`config.mk`:
```
export PLATFORM = sky130hd
export DESIGN_NAME = pipelined_addsub
export DESIGN_NICKNAME = d
export VERILOG_FILES = /design/src/rtl/adder_pkg.sv /design/src/rtl/chunk_adder.sv /design/src/rtl/pipelined_addsub.sv
export SDC_FILE = /design/constraint.sdc
export NUM_CORES = 1
export LEC_CHECK = 0
export CORE_MARGIN = 8
export CORE_UTILIZATION = 55
export CTS_CLUSTER_DIAMETER = 150
export CTS_CLUSTER_SIZE = 25
export DETAILED_ROUTE_END_ITERATION = 12
export PLACE_DENSITY = 0.76
export SYNTH_ARGS = -nofsm -noshare
export SYNTH_HDL_FRONTEND = slang
export SYNTH_SLANG_ARGS = --single-unit
```
`constraint.sdc`:
```
create_clock -name clk -period 3.5 [get_ports clk]
set_input_delay 0.7 -clock clk [delete_from_list [all_inputs] [get_ports clk]]
set_output_delay 0.7 -clock clk [all_outputs]
set_load 0.02 [all_outputs]
```
`src/rtl/adder_pkg.sv`:
```
// Shared constants for the pipelined adder/subtractor.
// Mode encodings used by the operand-prep logic.
package adder_pkg;
  localparam logic MODE_ADD = 1'b0;
  localparam logic MODE_SUB = 1'b1;
endpackage

```
`src/rtl/chunk_adder.sv`:
```
// Combinational CHUNK-bit ripple of full-adder cells.
// One instance per pipeline stage.
module chunk_adder #(
  parameter int CHUNK = 4
) (
  input  logic [CHUNK-1:0] a,
  input  logic [CHUNK-1:0] b,
  input  logic             ci,
  output logic [CHUNK-1:0] s,
  output logic             co
);
  logic [CHUNK:0] c;

  assign c[0] = ci;

  for (genvar i = 0; i < CHUNK; i++) begin : g_fa
    assign s[i]   = a[i] ^ b[i] ^ c[i];
    assign c[i+1] = (a[i] & b[i]) | (c[i] & (a[i] ^ b[i]));
  end

  assign co = c[CHUNK];
endmodule

```
`src/rtl/pipelined_addsub.sv`:
```
// Pipelined two's-complement add/sub, one CHUNK-bit slice per stage.
// Valid/ready on both sides; whole pipe stalls when output is blocked.
module pipelined_addsub
  import adder_pkg::*;
#(
  parameter int WIDTH = 16,
  parameter int CHUNK = 4
) (
  input  logic             clk,
  input  logic             rst,
  input  logic             in_valid,
  output logic             in_ready,
  input  logic [WIDTH-1:0] a,
  input  logic [WIDTH-1:0] b,
  input  logic             ci,
  input  logic             mode,
  output logic             out_valid,
  input  logic             out_ready,
  output logic [WIDTH-1:0] sum,
  output logic             co,
  output logic             ovf
);
  localparam int STAGES = WIDTH / CHUNK;
  localparam int L      = STAGES - 1;

  logic             advance;
  logic [WIDTH-1:0] b_eff;
  logic             c0;

  logic [WIDTH-1:0] a_q [STAGES];
  logic [WIDTH-1:0] b_q [STAGES];
  logic [WIDTH-1:0] s_q [STAGES];
  logic             c_q [STAGES];
  logic             v_q [STAGES];

  logic [WIDTH-1:0] a_i [STAGES];
  logic [WIDTH-1:0] b_i [STAGES];
  logic [WIDTH-1:0] s_i [STAGES];
  logic [WIDTH-1:0] s_n [STAGES];
  logic             c_i [STAGES];
  logic             c_n [STAGES];
  logic             v_i [STAGES];

  assign advance  = !out_valid || out_ready;
  assign in_ready = advance;

  assign b_eff = (mode == MODE_SUB) ? ~b : b;
  assign c0    = (mode == MODE_SUB) ? 1'b1 : ci;

  for (genvar k = 0; k < STAGES; k++) begin : g_stage
    logic [CHUNK-1:0] slice;
    logic [WIDTH-1:0] nxt;

    if (k == 0) begin : g_head
      assign a_i[k] = a;
      assign b_i[k] = b_eff;
      assign c_i[k] = c0;
      assign s_i[k] = '0;
      assign v_i[k] = in_valid;
    end else begin : g_body
      assign a_i[k] = a_q[k-1];
      assign b_i[k] = b_q[k-1];
      assign c_i[k] = c_q[k-1];
      assign s_i[k] = s_q[k-1];
      assign v_i[k] = v_q[k-1];
    end

    chunk_adder #(.CHUNK(CHUNK)) u_add (
      .a  (a_i[k][k*CHUNK +: CHUNK]),
      .b  (b_i[k][k*CHUNK +: CHUNK]),
      .ci (c_i[k]),
      .s  (slice),
      .co (c_n[k])
    );

    // lower slices already summed ride along; this slice is spliced in
    always_comb begin
      nxt = s_i[k];
      nxt[k*CHUNK +: CHUNK] = slice;
    end

    assign s_n[k] = nxt;
  end

  // data regs load only on real beats so outputs hold across bubbles
  always_ff @(posedge clk) begin
    if (rst) begin
      for (int i = 0; i < STAGES; i++) begin
        v_q[i] <= 1'b0;
        c_q[i] <= 1'b0;
        a_q[i] <= '0;
        b_q[i] <= '0;
        s_q[i] <= '0;
      end
    end else if (advance) begin
      for (int i = 0; i < STAGES; i++) begin
        v_q[i] <= v_i[i];
        if (v_i[i]) begin
          a_q[i] <= a_i[i];
          b_q[i] <= b_i[i];
          s_q[i] <= s_n[i];
          c_q[i] <= c_n[i];
        end
      end
    end
  end

  assign out_valid = v_q[L];
  assign sum       = s_q[L];
  assign co        = c_q[L];
  assign ovf       = (a_q[L][WIDTH-1] == b_q[L][WIDTH-1])
                  && (s_q[L][WIDTH-1] != a_q[L][WIDTH-1]);
endmodule

```
==> run summary, run 1 <==
Critical Path, Cell by Cell: clkdlybuf4s50_1 > or2_2 > fa_1 > fa_1 > inv_1 > fa_1 > inv_1 > fa_1 > nor3b_1
Sw frac: 0.222
Die Ht: 107 um
Setup violators final: 0
Lkg Pwr: 1.80 nW
RSZ-0062 raised after global routing: no
Final nets: 391
# rows: 33
GRT Resource Usage Total: 0.119
Filler instances: 610
Period minus WS final: 3.08 ns
Critical path launch point: mode
Clock Sinks: 98
Starting density of the core: 0.559
Dpl cells: 431
Final Skew: 0.00929 ns
CP Class: in2reg
Synth cell types: 21
Largest net degree at the start of global routing: 100
Final instance area: 5270 um2
Max Fanout on Critical Path: 4
Reg-to-reg startpoint: a_q[2][12]
WL per Instance: 13.9 um
FF+latch count, synth: 98
Placed cell area: 5110 um2
Crit-path most repeated cell: fa_1
Remaining Overflow, GRT: 0
CP max-delay cell: clkdlybuf4s50_1
Power Internal: 1.76 mW
Final Util: 0.651
Boundary pin count: 58
DR iter-0 viols: 140
Critical Path AT: 3.15 ns
WP data required: 3.57 ns
Skew-Pair Late Insertion Delay: 0.36 ns
Final estimated routing congestion in global placement: 0.693
Antenna-violating nets left: 0
WL final: 6210 um
Final std cells w/o fill: 447
Place WS: 0.0243 ns
Clk slew on worst S/H paths: 0.09 ns
Drt pass-1 iters: 4
Fin. Hold Viols: 0
Max Transition Viols Final: 0
CTS max path bufs: 2
Vias per cell: 5.02
Share of layout cells above drive strength 1: 0.129
Worst slew margin: 0.291
Slowest cell delay on critical path: 0.48 ns
Flop pwr share: 0.620
CTS tree: yes
Worst Setup End Kind: flop
Syn-to-layout area delta: 16.5%
Switching power of the nets: 500 uW
H-tree depth: 3
Sequential-to-total area share from yosys stat: 0.650
Buffers on Ports: 57
Cell Area, Synth: 4530 um2
Die area: 11400 um2
DRC viols: 0
Fmax: 325 MHz
Startpoint Class: input pin
PwrDens: 428 nW/um2
Max-cap check violation count: 0
Number of synthesized flops with an enable pin: 98
CORE AREA: 8090 um2
Syn avg cell area: 15.7 um2
CTS resizes: 0
Commonest non-fill, non-tap cell in the layout: edfxtp_1
Syn Nets: 342
Run status: complete, no violations
Logic pwr share: 0.111
Routed vias: 2242
Post-CTS setup buffers: 0
Final period util: 0.880
Number of global-route vias before repair: 2372
Total negative slack: 0 ns
Worst Hold Launch: s_q[0][0]
Antenna Cells: 0
Worst Slack Setup Final: 0.420 ns
Most frequent cells in the layout: 98 x edfxtp_1, 57 x nor3b_1, 57 x clkdlybuf4s50_1
Main synth FF type: edfxtp_1
Clock Power Share: 0.270
First-pass GRT wire length: 10800 um
CTS Hold Bufs: 0
Antenna violations before repair: 0
Root Buffer: clkbuf_8
Yosys warns: 0
Worst-Margin Slew: 1.06 ns
CTS Buf Count: 9
Synthesized instance count: 288
R2R Setup Slk: 1.12 ns
Max VDD drop: 0.000187 V
Synth async-reset ratio: 0
Post-DP HPWL: 4190 um
Hold Path Class: reg2reg
Die width: 107 um
-- per-layer routing --
layer / vias to the layer above / GRT usage / wire length (um)
li1: 1120 / - / -
met3: 10 / 0.0438 / 363
met1: 1053 / 0.135 / 2640
met4: 0 / 0.0693 / 145
met5: - / 0 / 0
met2: 59 / 0.192 / 3060
-- critical path: cells and delay by family --
kind | cells | cell delay [ns]
buf+inv | 3 | 0.60
fa+ha+maj | 4 | 1.36
simple gates | 2 | 0.48
-- cell families (layout without fill, tap and decap cells) --
| kind of cell | Yosys count | in the layout | share of synthesized area |
|---|---|---|---|
| buf+inv | 46 | 100 | 0.0545 |
| compound gates | 5 | 5 | 0.00802 |
| flops | 98 | 98 | 0.650 |
| fa+ha+maj | 16 | 16 | 0.0708 |
| simple gates | 107 | 107 | 0.186 |
| xor+xnor | 16 | 16 | 0.0310 |
-- state kept, by name (all words and copies together), names as in the netlist --
| signal | flops |
|---|---|
| a_q | 25 |
| b_q | 25 |
| c_q | 4 |
| s_q | 40 |
| v_q | 4 |
-- path summary, 6_finish.rpt --
| path | cells past startpoint | to |
|---|---|---|
| worst max-delay path | 9 | s_q[0][3] |
| worst min-delay path | 1 | s_q[1][0] |
| worst max register to register | 7 | s_q[3][15] |
| worst min register to register | 1 | s_q[1][0] |
-- Yosys cell counts (5+ instances only) --
master    instances  area [um2]
inv_1            21        78.8
buf_2            14        70.1
buf_6             5        56.3
nor3_1           17        85.1
fa_1             16         320
nor3b_2          17         213
buf_4             5        37.5
xnor2_1          13         114
nor3b_1          57         428
edfxtp_1         98        2940
-- power by group through the flow --
stage / logic (mW) / clock network (mW) / registers, mW
2_1_floorplan: 0.147 / 0 / 1.43
3_3_place_gp: 0.245 / 0 / 1.42
3_5_place_dp: 0.252 / 0 / 1.43
4_1_cts: 0.254 / 0.628 / 1.40
5_1_grt: 0.279 / 0.673 / 1.41
6_report: 0.250 / 0.609 / 1.40
-- final cells by class --
type | instances | area (um2) | share of cell area
Clock buffer | 10 | 128 | 0.0242
Clock inverter | 6 | 33.8 | 0.00641
Timing Repair Buffer | 62 | 608 | 0.115
Tap cell | 105 | 131 | 0.0249
Sequential cell | 98 | 2940 | 0.558
Inverter | 22 | 82.6 | 0.0157
Multi-Input combinational cell | 144 | 1340 | 0.255
-- through the flow --
step / total power [mW] / hold WS (ns)
after detailed placement: 1.68 / 0.554
after CTS: 2.28 / 0.580
after floorplan: 1.58 / 0.537
final: 2.26 / 0.571
after global routing: 2.36 / 0.609
after global placement: 1.67 / 0.551
Note: power is estimated with default switching activity, not from simulation.
==> run 2: changes to the inputs <==
- ABC_AREA: default -> 1
- PLACE_DENSITY: 0.76 -> 0.77
==> run 2 against run 1 <==
  * First-iteration DRC count down 17%
  * Global-route usage down 0.83 points
  * Critical path depth up 1
  * Register-to-register slack better by 0.05 ns
  * Cell count up 26%
  * Design area about the same
  * Total power up 3.6%
==> run summary, run 2 <==
Final estimated routing congestion in global placement: 0.777 (+12%)
Filler instances: 560 (-8.2%)
Wire length on met1: 2410 um (-8.4%)
WL final: 5640 um (-9.2%)
Synthesized instance count: 397 (+38%)
FF+latch count, synth: 98 (unchanged)
Critical Path AT: 3.21 ns (+0.06 ns)
CTS Hold Bufs: 0 (unchanged)
Worst Setup End Kind: flop
Fin. Hold Viols: 0 (unchanged)
Die area: 11200 um2 (-2.1%)
Antenna Cells: 0 (unchanged)
Vias per cell: 4.23 (-16%)
CORE AREA: 7770 um2 (-4.0%)
Cell Area, Synth: 4420 um2 (-2.4%)
Worst-Margin Slew: 0.670 ns (-0.394 ns)
Boundary pin count: 58 (unchanged)
CP max-delay cell: clkdlybuf4s50_1
Met3 WL: 402 um (+11%)
Run status: complete, no violations
Max VDD drop: 0.000240 V (+28%)
Main synth FF type: edfxtp_1
Post-CTS setup buffers: 0 (unchanged)
WP depth: 10 (+1)
Skew-Pair Late Insertion Delay: 0.35 ns (about the same)
Routed vias: 2392 (+6.7%)
DR iter-0 viols: 116 (-17%)
Period minus WS final: 3.10 ns (+0.0250 ns)
Most frequent cells in the layout: 119 x inv_1, 98 x nor2_1, 98 x edfxtp_1
Tot Pwr: 2.34 mW (+3.6%)
Antenna violations before repair: 0 (unchanged)
Worst Setup EP: s_q[0][3]
CP top delay family: adder cells
Buffers on Ports: 57 (unchanged)
Most numerous cell in the Yosys netlist: inv_1
Commonest non-fill, non-tap cell in the layout: inv_1
Remaining Overflow, GRT: 0 (unchanged)
Syn Nets: 451 (+32%)
PwrDens: 443 nW/um2 (+3.5%)
Root Buffer: clkbuf_8
Max Transition Viols Final: 0 (unchanged)
Largest cells by area after synthesis: edfxtp_1 67%, inv_1 10%, nor2_1 8.3%, fa_1 7.3%, nand2_1 3.3%
Yosys warns: 0 (unchanged)
Reg-to-reg startpoint: a_q[2][12]
Drt pass-1 iters: 4 (unchanged)
Share of layout cells above drive strength 1: 0.0562 (-0.0725)
Final Util: 0.679 (+0.0276)
CTS max path bufs: 2 (unchanged)
Share of the synthesized area in the top cell type: 0.666 (+0.0162)
Startpoint Class: input pin
Reg2reg path depth: 8 (+1)
GRT Resource Usage Total: 0.111 (-0.00826)
Starting density of the core: 0.568 (+0.00925)
Final period util: 0.887 (+0.00714)
H-tree depth: 3 (unchanged)
Fmax: 322 MHz (-0.81%)
Post-DP HPWL: 4250 um (+1.4%)
Final nets: 513 (+31%)
Final Skew: 0.00566 ns (-0.00363 ns)
Clk slew on worst S/H paths: 0.08 ns (about the same)
WL met2: 2680 um (-12%)
Max Fanout on Critical Path: 8 (+4)
WL per Instance: 9.97 um (-28%)
Syn avg cell area: 11.1 um2 (-29%)
Number of global-route vias before repair: 2397 (+1.1%)
Hold Path Class: reg2reg
Crit-path most repeated cell: fa_1
RSZ-0062 raised after global routing: no
Worst Hold Launch: s_q[2][4]
Synth async-reset ratio: 0 (unchanged)
Capture point of the worst reg-to-reg path: s_q[3][15]
Clock Sinks: 98 (unchanged)
Highest Signal Layer: met4
Buf/Inv on CP: 4 (+1)
Die Ht: 106 um (-1.0%)
Largest register FFs: 40 (unchanged)
WP data required: 3.61 ns (+0.04 ns)
Largest net degree at the start of global routing: 31 (-69%)
Sequential-to-total area share from yosys stat: 0.666 (+0.0162)
CTS tree: yes
Max-cap check violation count: 0 (unchanged)
R2R Setup Slk: 1.17 ns (+0.05 ns)
Most frequent cells after synthesis: 119 x inv_1, 98 x edfxtp_1, 98 x nor2_1
First-pass GRT wire length: 9980 um (-7.8%)
Final hold slack: 0.547 ns (-0.0243 ns)
Critical Path, Cell by Cell: clkdlybuf4s50_1 > or2_2 > fa_1 > fa_1 > inv_1 > fa_1 > inv_1 > fa_1 > inv_1 > nor2_1
Synth cell types: 18 (-14%)
CTS Buf Count: 9 (unchanged)
CTS resizes: 0 (unchanged)
Slowest cell delay on critical path: 0.55 ns (+0.07 ns)
DRC viols: 0 (unchanged)
Total negative slack: 0 ns (unchanged)
Dominant cell type by area after synthesis: edfxtp_1
Biggest regs: s_q x40, a_q x25, b_q x25
CP Class: in2reg
Critical path launch point: mode
Worst slew margin: 0.552 (+0.261)
Top reg by flops: s_q
Syn-to-layout area delta: 19.4%
Die width: 106 um (-1.0%)
# rows: 32 (-3.0%)
Lkg Pwr: 2.32 nW (+28%)
Antenna-violating nets left: 0 (unchanged)
Number of synthesized flops with an enable pin: 98 (unchanged)
Setup violators final: 0 (unchanged)
[run 2: cell count changes in the layout (fill, tap and decap cells not counted), sizes merged, moves of 12 or more]
cell,before,now
nand2,1,40
nor3b,74,0
inv,22,120
xnor2,13,1
nor3,20,0
nor2,4,98
[run 2: logic make-up after synthesis]
| logic type | Yosys count | share of synthesized area |
|---|---|---|
| AND/OR/NAND/NOR | 143 | 0.129 |
| buffers and inverters | 132 | 0.120 |
| AO/OA/AOI/OAI | 4 | 0.00453 |
| flip-flops | 98 | 0.666 |
| adder cells (fa/ha/maj) | 16 | 0.0725 |
| XOR/XNOR | 4 | 0.00794 |
[run 2: final cells by class]
type / instances / area, um2 / area share
inverters: 120 / 450 / 0.0854
clock inverters: 5 / 56.3 / 0.0107
multi-input cells: 167 / 952 / 0.181
flip-flops and latches: 98 / 2940 / 0.558
repair buffers: 63 / 616 / 0.117
well taps: 102 / 128 / 0.0242
clock buffers: 10 / 128 / 0.0242
[run 2: metrics by stage]
step / std cells / worst slack, ns / cell area [um2]
after CTS: 565 / 0.403 / 5270
final: 565 / 0.395 / 5270
after global routing: 565 / 0.334 / 5270
after global placement: 550 / 0.0823 / 5090
after floorplan: 397 / 0.211 / 4420
after detailed placement: 550 / 0.0180 / 5090
[run 2: power breakdown]
| group | switching, mW | leakage, nW | internal, mW |
|---|---|---|---|
| clock | 0.349 | 0.0820 | 0.324 |
| sequential | 0.0253 | 1.05 | 1.38 |
| combinational | 0.144 | 1.18 | 0.116 |
[run 2: worst min-delay path by stage]
stage                       endpoint  slack (ns)  cells after the start
final                      s_q[3][4]        0.55                      2
after global routing      s_q[3][10]        0.58                      2
after CTS                  s_q[3][5]        0.55                      2
after detailed placement   s_q[2][0]        0.53                      2
after global placement    a_q[1][10]        0.52                      2
after floorplan           a_q[1][10]        0.52                      2
[run 2: worst register-to-register path, stage by stage (launching register included)]
cell and delay, ns:
edfxtp_1 0.40, fa_1 0.43, inv_1 0.08, fa_1 0.15, inv_1 0.05, fa_1 0.40, fa_1 0.46, inv_1 0.07
nor2_1 0.04
[run 2: routing by layer]
layer  up-vias  global-route usage
li1       1294                   -
met1      1015               0.115
met2        69               0.192
met3        14              0.0432
met4         0              0.0593
met5         -                   0
